**src/rtl/multiple_word_sequencer.sv**
```systemverilog
// multiple_word_sequencer: passes D-form ops through, expands lmw/stmw into per-register micro-ops, stalls decode meanwhile
module multiple_word_sequencer #(
  parameter int opcodeWidth = 6,
  parameter int regWidth    = 5,
  parameter int immWidth    = 16,
  parameter logic [1:0] regRead  = 2'd1,
  parameter logic [1:0] regWrite = 2'd2
) (
  input  logic                   clock_i,
  input  logic                   reset_i,
  input  logic                   enable_i,
  input  logic [opcodeWidth-1:0] opcode_i,
  input  logic [regWidth-1:0]    reg1_i,
  input  logic [regWidth-1:0]    reg2_i,
  input  logic [1:0]             reg1Use_i,
  input  logic [1:0]             reg2Use_i,
  input  logic                   reg2ValOrZero_i,
  input  logic [immWidth-1:0]    imm_i,
  input  logic                   stall_i,
  output logic                   stall_o,
  output logic                   enable_o,
  output logic [regWidth-1:0]    reg1_o,
  output logic [regWidth-1:0]    reg2_o,
  output logic [1:0]             reg1Use_o,
  output logic [1:0]             reg2Use_o,
  output logic                   reg2ValOrZero_o,
  output logic [immWidth-1:0]    imm_o,
  output logic                   lastUop_o,
  output logic                   illegal_o
);
  typedef enum logic {IDLE, SEQ} state_t;
  localparam logic [opcodeWidth-1:0] OP_LMW  = opcodeWidth'(46);
  localparam logic [opcodeWidth-1:0] OP_STMW = opcodeWidth'(47);
  localparam logic [regWidth-1:0]    REG_MAX = '1;
  state_t                r_state, w_state;
  logic                  r_en, w_en, r_z, w_z, r_last, w_last, r_ill, w_ill;
  logic [regWidth-1:0]   r_reg1, w_reg1, r_reg2, w_reg2;
  logic [1:0]            r_u1, w_u1, r_u2, w_u2;
  logic [immWidth-1:0]   r_imm, w_imm;
  logic                  w_accept, w_multi, w_lmw, w_bad;
  assign stall_o         = stall_i | (r_en & ~r_last);
  assign w_accept        = enable_i & ~stall_o;
  assign w_lmw           = opcode_i == OP_LMW;
  assign w_multi         = w_lmw | (opcode_i == OP_STMW);
  assign w_bad           = w_lmw & (reg2_i != '0) & (reg2_i >= reg1_i);
  assign enable_o        = r_en;
  assign reg1_o          = r_reg1;
  assign reg2_o          = r_reg2;
  assign reg1Use_o       = r_u1;
  assign reg2Use_o       = r_u2;
  assign reg2ValOrZero_o = r_z;
  assign imm_o           = r_imm;
  assign lastUop_o       = r_last;
  assign illegal_o       = r_ill;
  always_comb begin
    w_state = r_state;
    w_en    = r_en;
    w_reg1  = r_reg1;
    w_reg2  = r_reg2;
    w_u1    = r_u1;
    w_u2    = r_u2;
    w_z     = r_z;
    w_imm   = r_imm;
    w_last  = r_last;
    w_ill   = r_ill;
    if (!stall_i) begin
      w_en  = 1'b0;
      w_ill = 1'b0;
      if (r_state == SEQ) begin
        w_en    = 1'b1;
        w_reg1  = r_reg1 + 1'b1;
        w_imm   = r_imm + immWidth'(4);
        w_last  = w_reg1 == REG_MAX;
        w_state = w_last ? IDLE : SEQ;
      end else if (w_accept && w_multi && w_bad) begin
        w_ill = 1'b1;
      end else if (w_accept) begin
        w_en    = 1'b1;
        w_reg1  = reg1_i;
        w_reg2  = reg2_i;
        w_imm   = imm_i;
        w_u1    = w_multi ? (w_lmw ? regWrite : regRead) : reg1Use_i;
        w_u2    = w_multi ? regRead : reg2Use_i;
        w_z     = w_multi | reg2ValOrZero_i;
        w_last  = !w_multi || reg1_i == REG_MAX;
        w_state = w_last ? IDLE : SEQ;
      end
    end
  end
  always_ff @(posedge clock_i) begin
    if (!reset_i) begin
      r_state <= IDLE;
      r_en    <= 1'b0;
      r_reg1  <= '0;
      r_reg2  <= '0;
      r_u1    <= '0;
      r_u2    <= '0;
      r_z     <= 1'b0;
      r_imm   <= '0;
      r_last  <= 1'b0;
      r_ill   <= 1'b0;
    end else begin
      r_state <= w_state;
      r_en    <= w_en;
      r_reg1  <= w_reg1;
      r_reg2  <= w_reg2;
      r_u1    <= w_u1;
      r_u2    <= w_u2;
      r_z     <= w_z;
      r_imm   <= w_imm;
      r_last  <= w_last;
      r_ill   <= w_ill;
    end
  end
endmodule

```
**config.mk**
```make
export PLATFORM = sky130hd
export DESIGN_NAME = multiple_word_sequencer
export DESIGN_NICKNAME = d
export VERILOG_FILES = /design/src/rtl/multiple_word_sequencer.sv
export SDC_FILE = /design/constraint.sdc
export NUM_CORES = 1
export LEC_CHECK = 0
export CORE_MARGIN = 2
export CORE_UTILIZATION = 48
export DETAILED_ROUTE_END_ITERATION = 16
export PLACE_DENSITY_LB_ADDON = 0.2
export SYNTH_ARGS = -nofsm -noshare
export SYNTH_HDL_FRONTEND = slang
export SYNTH_SLANG_ARGS = --single-unit
```
**constraint.sdc**
```tcl
create_clock -name clock_i -period 4.1 [get_ports clock_i]
set_clock_uncertainty 0.2 [all_clocks]
set_input_delay 0.82 -clock clock_i [delete_from_list [all_inputs] [get_ports clock_i]]
set_output_delay 0.82 -clock clock_i [all_outputs]
set_load 0.02 [all_outputs]
```
# Yosys cells after proc, flatten, opt, wreduce, memory -nomap -nowiden
# Index checks and enable logic that the tools add are counted.
[totals]
output_inout_bits = 35
register_bits = 35
input_bits = 41
mem_bits_rw = 0
mem_bits_ro = 0
latch_bits = 0
n_memories = 0
elab_cells = 60
[op_classes]
n_shift = 0
n_div = 0
eq_ne = 5
n_mux = 22
order_cmp = 1
mul = 0
reduce_logical = 8
n_addsub = 2
n_bitwise = 12
[ops]
columns = ["cell", "count"]
rows = [
  ["16-bit two-way mux", 3],
  ["16-bit by 3-bit adder with 16-bit output, second input constant", 1],
  ["5-bit two-way mux", 3],
  ["1-bit two-way mux", 13],
  ["6-bit == test, second input constant", 2],
  ["5-bit == test, second input constant", 2],
  ["2-bit two-way mux", 3],
  ["5-bit by 1-bit adder with 5-bit output, second input constant", 1],
  ["5-bit >= comparator", 1],
  ["1-bit inverter", 5],
  ["5-bit nonzero test", 1],
  ["1-bit bitwise AND", 4],
  ["4-bit AND reduction", 1],
  ["1-bit OR", 3],
  ["3-bit AND reduction", 1],
  ["1-bit logical AND", 2],
  ["2-bit inequality test, second input constant", 1],
  ["2-bit nonzero test", 1],
  ["1-bit logical NOT", 1],
  ["1-bit logical OR", 1],
]

# Depth between registers and ports, before layout
[logic_depth]
depth_word = 9
mapped_depth = 9
depth_no_buf = 8

# Worst setup path before layout
# Ideal clock, no wire load.
[synth_timing]
path_kind = "input to register"
startpoint = "input port reg1_i[2]"
endpoint = "register r_imm[6] (netlist: imm_o[6])"
path_buffers = 1
stages = 9
t_required_ps = 3768
setup_ps = 132
path_slack_ps = 1460
t_arrival_ps = 2308
path_cell_list = "inv_1 > ha_1 > a21oi_1 > o21ai_1 > a31oi_1 > o31ai_4 > buf_6 > o211ai_1 > o31ai_1"
[synth_via]
elab_chain_len = 5
[synth_lines]
columns = ["item", "line_no", "source"]
rows = [
  ["start, declared", "13", "input logic [regWidth-1:0] reg1_i,"],
  ["5-bit >= comparator", "45", "assign w_bad = w_lmw & (reg2_i != '0) & (reg2_i >= reg1_i);"],
  ["1-bit bitwise AND", "45", ""],
  ["1-bit logical AND", "75", "end else if (w_accept && w_multi && w_bad) begin"],
  ["2-bit inequality test (no source line)", "--", ""],
  ["3-bit AND reduction (no source line)", "--", ""],
  ["end signal, assigned", "110", "r_imm <= w_imm;"],
  ["end, declared", "39", "logic [immWidth-1:0] r_imm, w_imm;"],
]
# No other way between the ends.
# A chain may end at the register's enable or synchronous reset.

# Worst setup path after layout
[layout_timing]
startpoint = "input port stall_i"
endpoint = "output port stall_o"
[layout_via]
elab_chain_len = 1
[layout_lines]
columns = ["item", "line_no", "source"]
rows = [
  ["start, declared", "19", "input logic stall_i,"],
  ["1-bit OR", "41", "assign stall_o = stall_i | (r_en & ~r_last);"],
  ["end, declared", "20", "output logic stall_o,"],
]
# No other way between the ends.

==> results.cfg <==
[finish]
fillerInstances = 326
final_layout_size_suffix_gt1_frac = 0.07143
antenna-diode-count = 0
finish.utilization = 0.7253
fin_nets = 370
area_growth_syn_to_layout_pct = 44.38

[yosys]
synthFlopType = dfxtp_1
seq_area_frac_synth = 0.3438
asyncSetResetFlopFracSynth = 0
synth_area_per_cell_um2 = 8.153
post_synth_inst_count = 250
synth_most_common_cell = dfxtp_1
yosysTopAreaCellShare = 0.3438
syn_nets = 299
synth_cell_type_count = 54
yosys_warnings = 0
synth.ff_latch_count = 35
synth.top_cells.by_count = dfxtp_1 (35), nand2_1 (33), nor2_1 (24)
synth_top_cell_by_area = dfxtp_1
netlist_area_um2 = 2038
synth-edff-count = 0
post_synth_main_area_contributors = dfxtp_1 (34%), mux2i_1 (6.9%), nand2_1 (6.1%)

[run_status]
outcome = finished, final reports clean

[clock_tree]
cts-root-to-sink-buffers = 2
postCtsResizedCells = 0
cts_sinks = 35
clk_transition_reported_paths_ns = 0.08
post_cts.repair.setup_buffers = 0
worstSkewPairLatency_ns = 0.29
tritoncts_buffer_count = 5
clock-root-buffer = clkbuf_8
clock_tree_from_tritoncts = built
postCtsHoldBufs = 0
ctsHtreeMaxLevel = 2

[detailed_routing]
wl_per_cell_um = 14.42
num_vias = 2066
drtAntennaViolNets = 0
remaining_drc_errors = 0
wl_mm = 5.366
firstDrtPassIters = 4
via_cell_ratio = 5.554
dr.first_iter.drc_count = 176

[setup_path]
crit_family = buffers and inverters
worstPathCellList = clkdlybuf4s50_1 > a21o_1 > clkdlybuf4s50_1
cpMostUsedCell = clkdlybuf4s50_1
cp_buf_inv_count = 2
cpMaxStageDelayCell = clkdlybuf4s50_1
setup.worst_path.start = stall_i
worst-setup-path-type = input port to primary output
rr_startpoint = imm_o[4]
worst_setup_path_end_kind = primary output
critPathRequiredTime_ns = 3.08
critical_path.max_stage_delay_ns = 0.67
critical_path_fanouts_max = 10
worst_setup_path_start_kind = input port
cp_data_arrival_time_ns = 2.28

[grt]
grt_start_max_net_pins = 33
globalRouteTotalUtil = 0.2329
initial_antenna_violation_count = 0
first_pass_grt_wire_length_mm = 9.190
grt.overflow.total = 0
grt_pass1_vias = 2014

[sta]
period_needed_ns = 3.302
hold_viol_final = 0
timing.setup.tns_ns = 0
unrepaired_setup_endpoints_after_global_routing = no
min_period_over_period = 0.8054
worst_pin_slew_ns = 0.7799
final.setup.worst_slack_ns = 0.7978
slew-limit-headroom = 0.4795
slew_violations = 0
timing.fmax_mhz = 302.8
final-setup-viol-count = 0

[floorplan]
initial_core_util = 0.5023
num_io_pins = 76
chipWidth_um = 69.17
coreArea_um2 = 4058
num_rows = 23
die-height_um = 69.17
fp.dieArea_um2 = 4784

[power]
power.leakage_uw = 0.001188
powerDensity_nw_per_um2 = 311.7
peakVddDrop_mv = 0.1802

[placement]
global_placer_s_final_weighted_congestion = 0.8292
numPortBuffers = 75
post-dp-hpwl_mm = 3.844
preCtsSetupSlack_ns = 0.6594

[hold_path]
min-delay-start = reg2Use_o[1]
hp-class = flip-flop to flip-flop

[run]
max_cap_viol_count = 0
cell type report:
cell class	instances	area [µm²]	share of cell area
tap	50	62.56	0.02126
sequential	35	700.7	0.2381
timing repair buffer	79	780.7	0.2653
inverter	18	67.56	0.02296
clock inverter	3	67.56	0.02296
clock buffer	5	68.82	0.02338
multi-input combinational	182	1195	0.4060
cell usage in the layout, fill, tap and decap left out, drive strengths merged, types with 2 or more instances in the layout:
master and n:
clkdlybuf4s50 75, dfxtp 35, nand2 33, nor2 24, a21oi 20, inv 18, mux2i 14, o22ai 9
nand3 8, ha 8, o31ai 6, nor3 5, nand2b 5, clkbuf 5, o21ai 5, buf 4
a21o 3, o221a 3, o32ai 3, nor2b 3, nand4 3, a31oi 2, o21a 2, o311a 2
o211ai 2, bufinv 2, a211oi 2, mux2 2
cell families after synthesis:
family                   share of synthesized area
multiplexers                               0.07980
adder cells (fa/ha/maj)                    0.04911
flip-flops                                  0.3438
buffers and inverters                      0.06998
AND/OR/NAND/NOR                             0.1995
AO/OA/AOI/OAI                               0.2535
XOR/XNOR                                  0.004298
metal layers:
metal,vias up,share of wire,track usage
met4,0,0.014,0.07190
li1,1040,-,-
met5,-,0,0
met3,5,0.052,0.05409
met2,71,0.50,0.3932
met1,950,0.44,0.2943
tightest hold or removal path, delay by kind of cell (launching register included):
kind	cells	cell delay [ns]
DFF	1	0.31
and+or+nand+nor	1	0.05
AOI/OAI and AO/OA	1	0.05
path summary, 6_finish.rpt:
path | to | cells after the start | slack [ns]
worst min-delay path | reg2Use_o[1] | 2 | 0.26
worst max-delay path | stall_o | 3 | 0.80
worst min register to register | reg2Use_o[1] | 2 | 0.26
worst max register to register | imm_o[15] | 6 | 1.96
power breakdown:
part	leakage, µW	internal [µW]	switching (µW)
clock network	0.0000644	243	134
registers	0.000285	355	14.2
logic	0.000838	91.8	79.7
total	0.00119	689	228
stage by stage:
stage                     power [µW]  hold WS (ns)  area, µm²  instances
final                          917.3        0.2599       2943        372
after global placement         544.8        0.2386       2806        364
after floorplan                461.7        0.3292       2038        250
after detailed placement       548.2        0.2525       2806        364
after CTS                      924.7        0.2637       2943        372
after global routing           957.2        0.2848       2943        372
registers in the layout, indices dropped and copies added, names as in the netlist:
register	flops
illegal_o	1
imm_o	16
reg2ValOrZero_o	1
r_state	1
reg2Use_o	2
enable_o	1
reg1_o	5
reg2_o	5
reg1Use_o	2
lastUop_o	1
(Power assumes the default switching activity.)
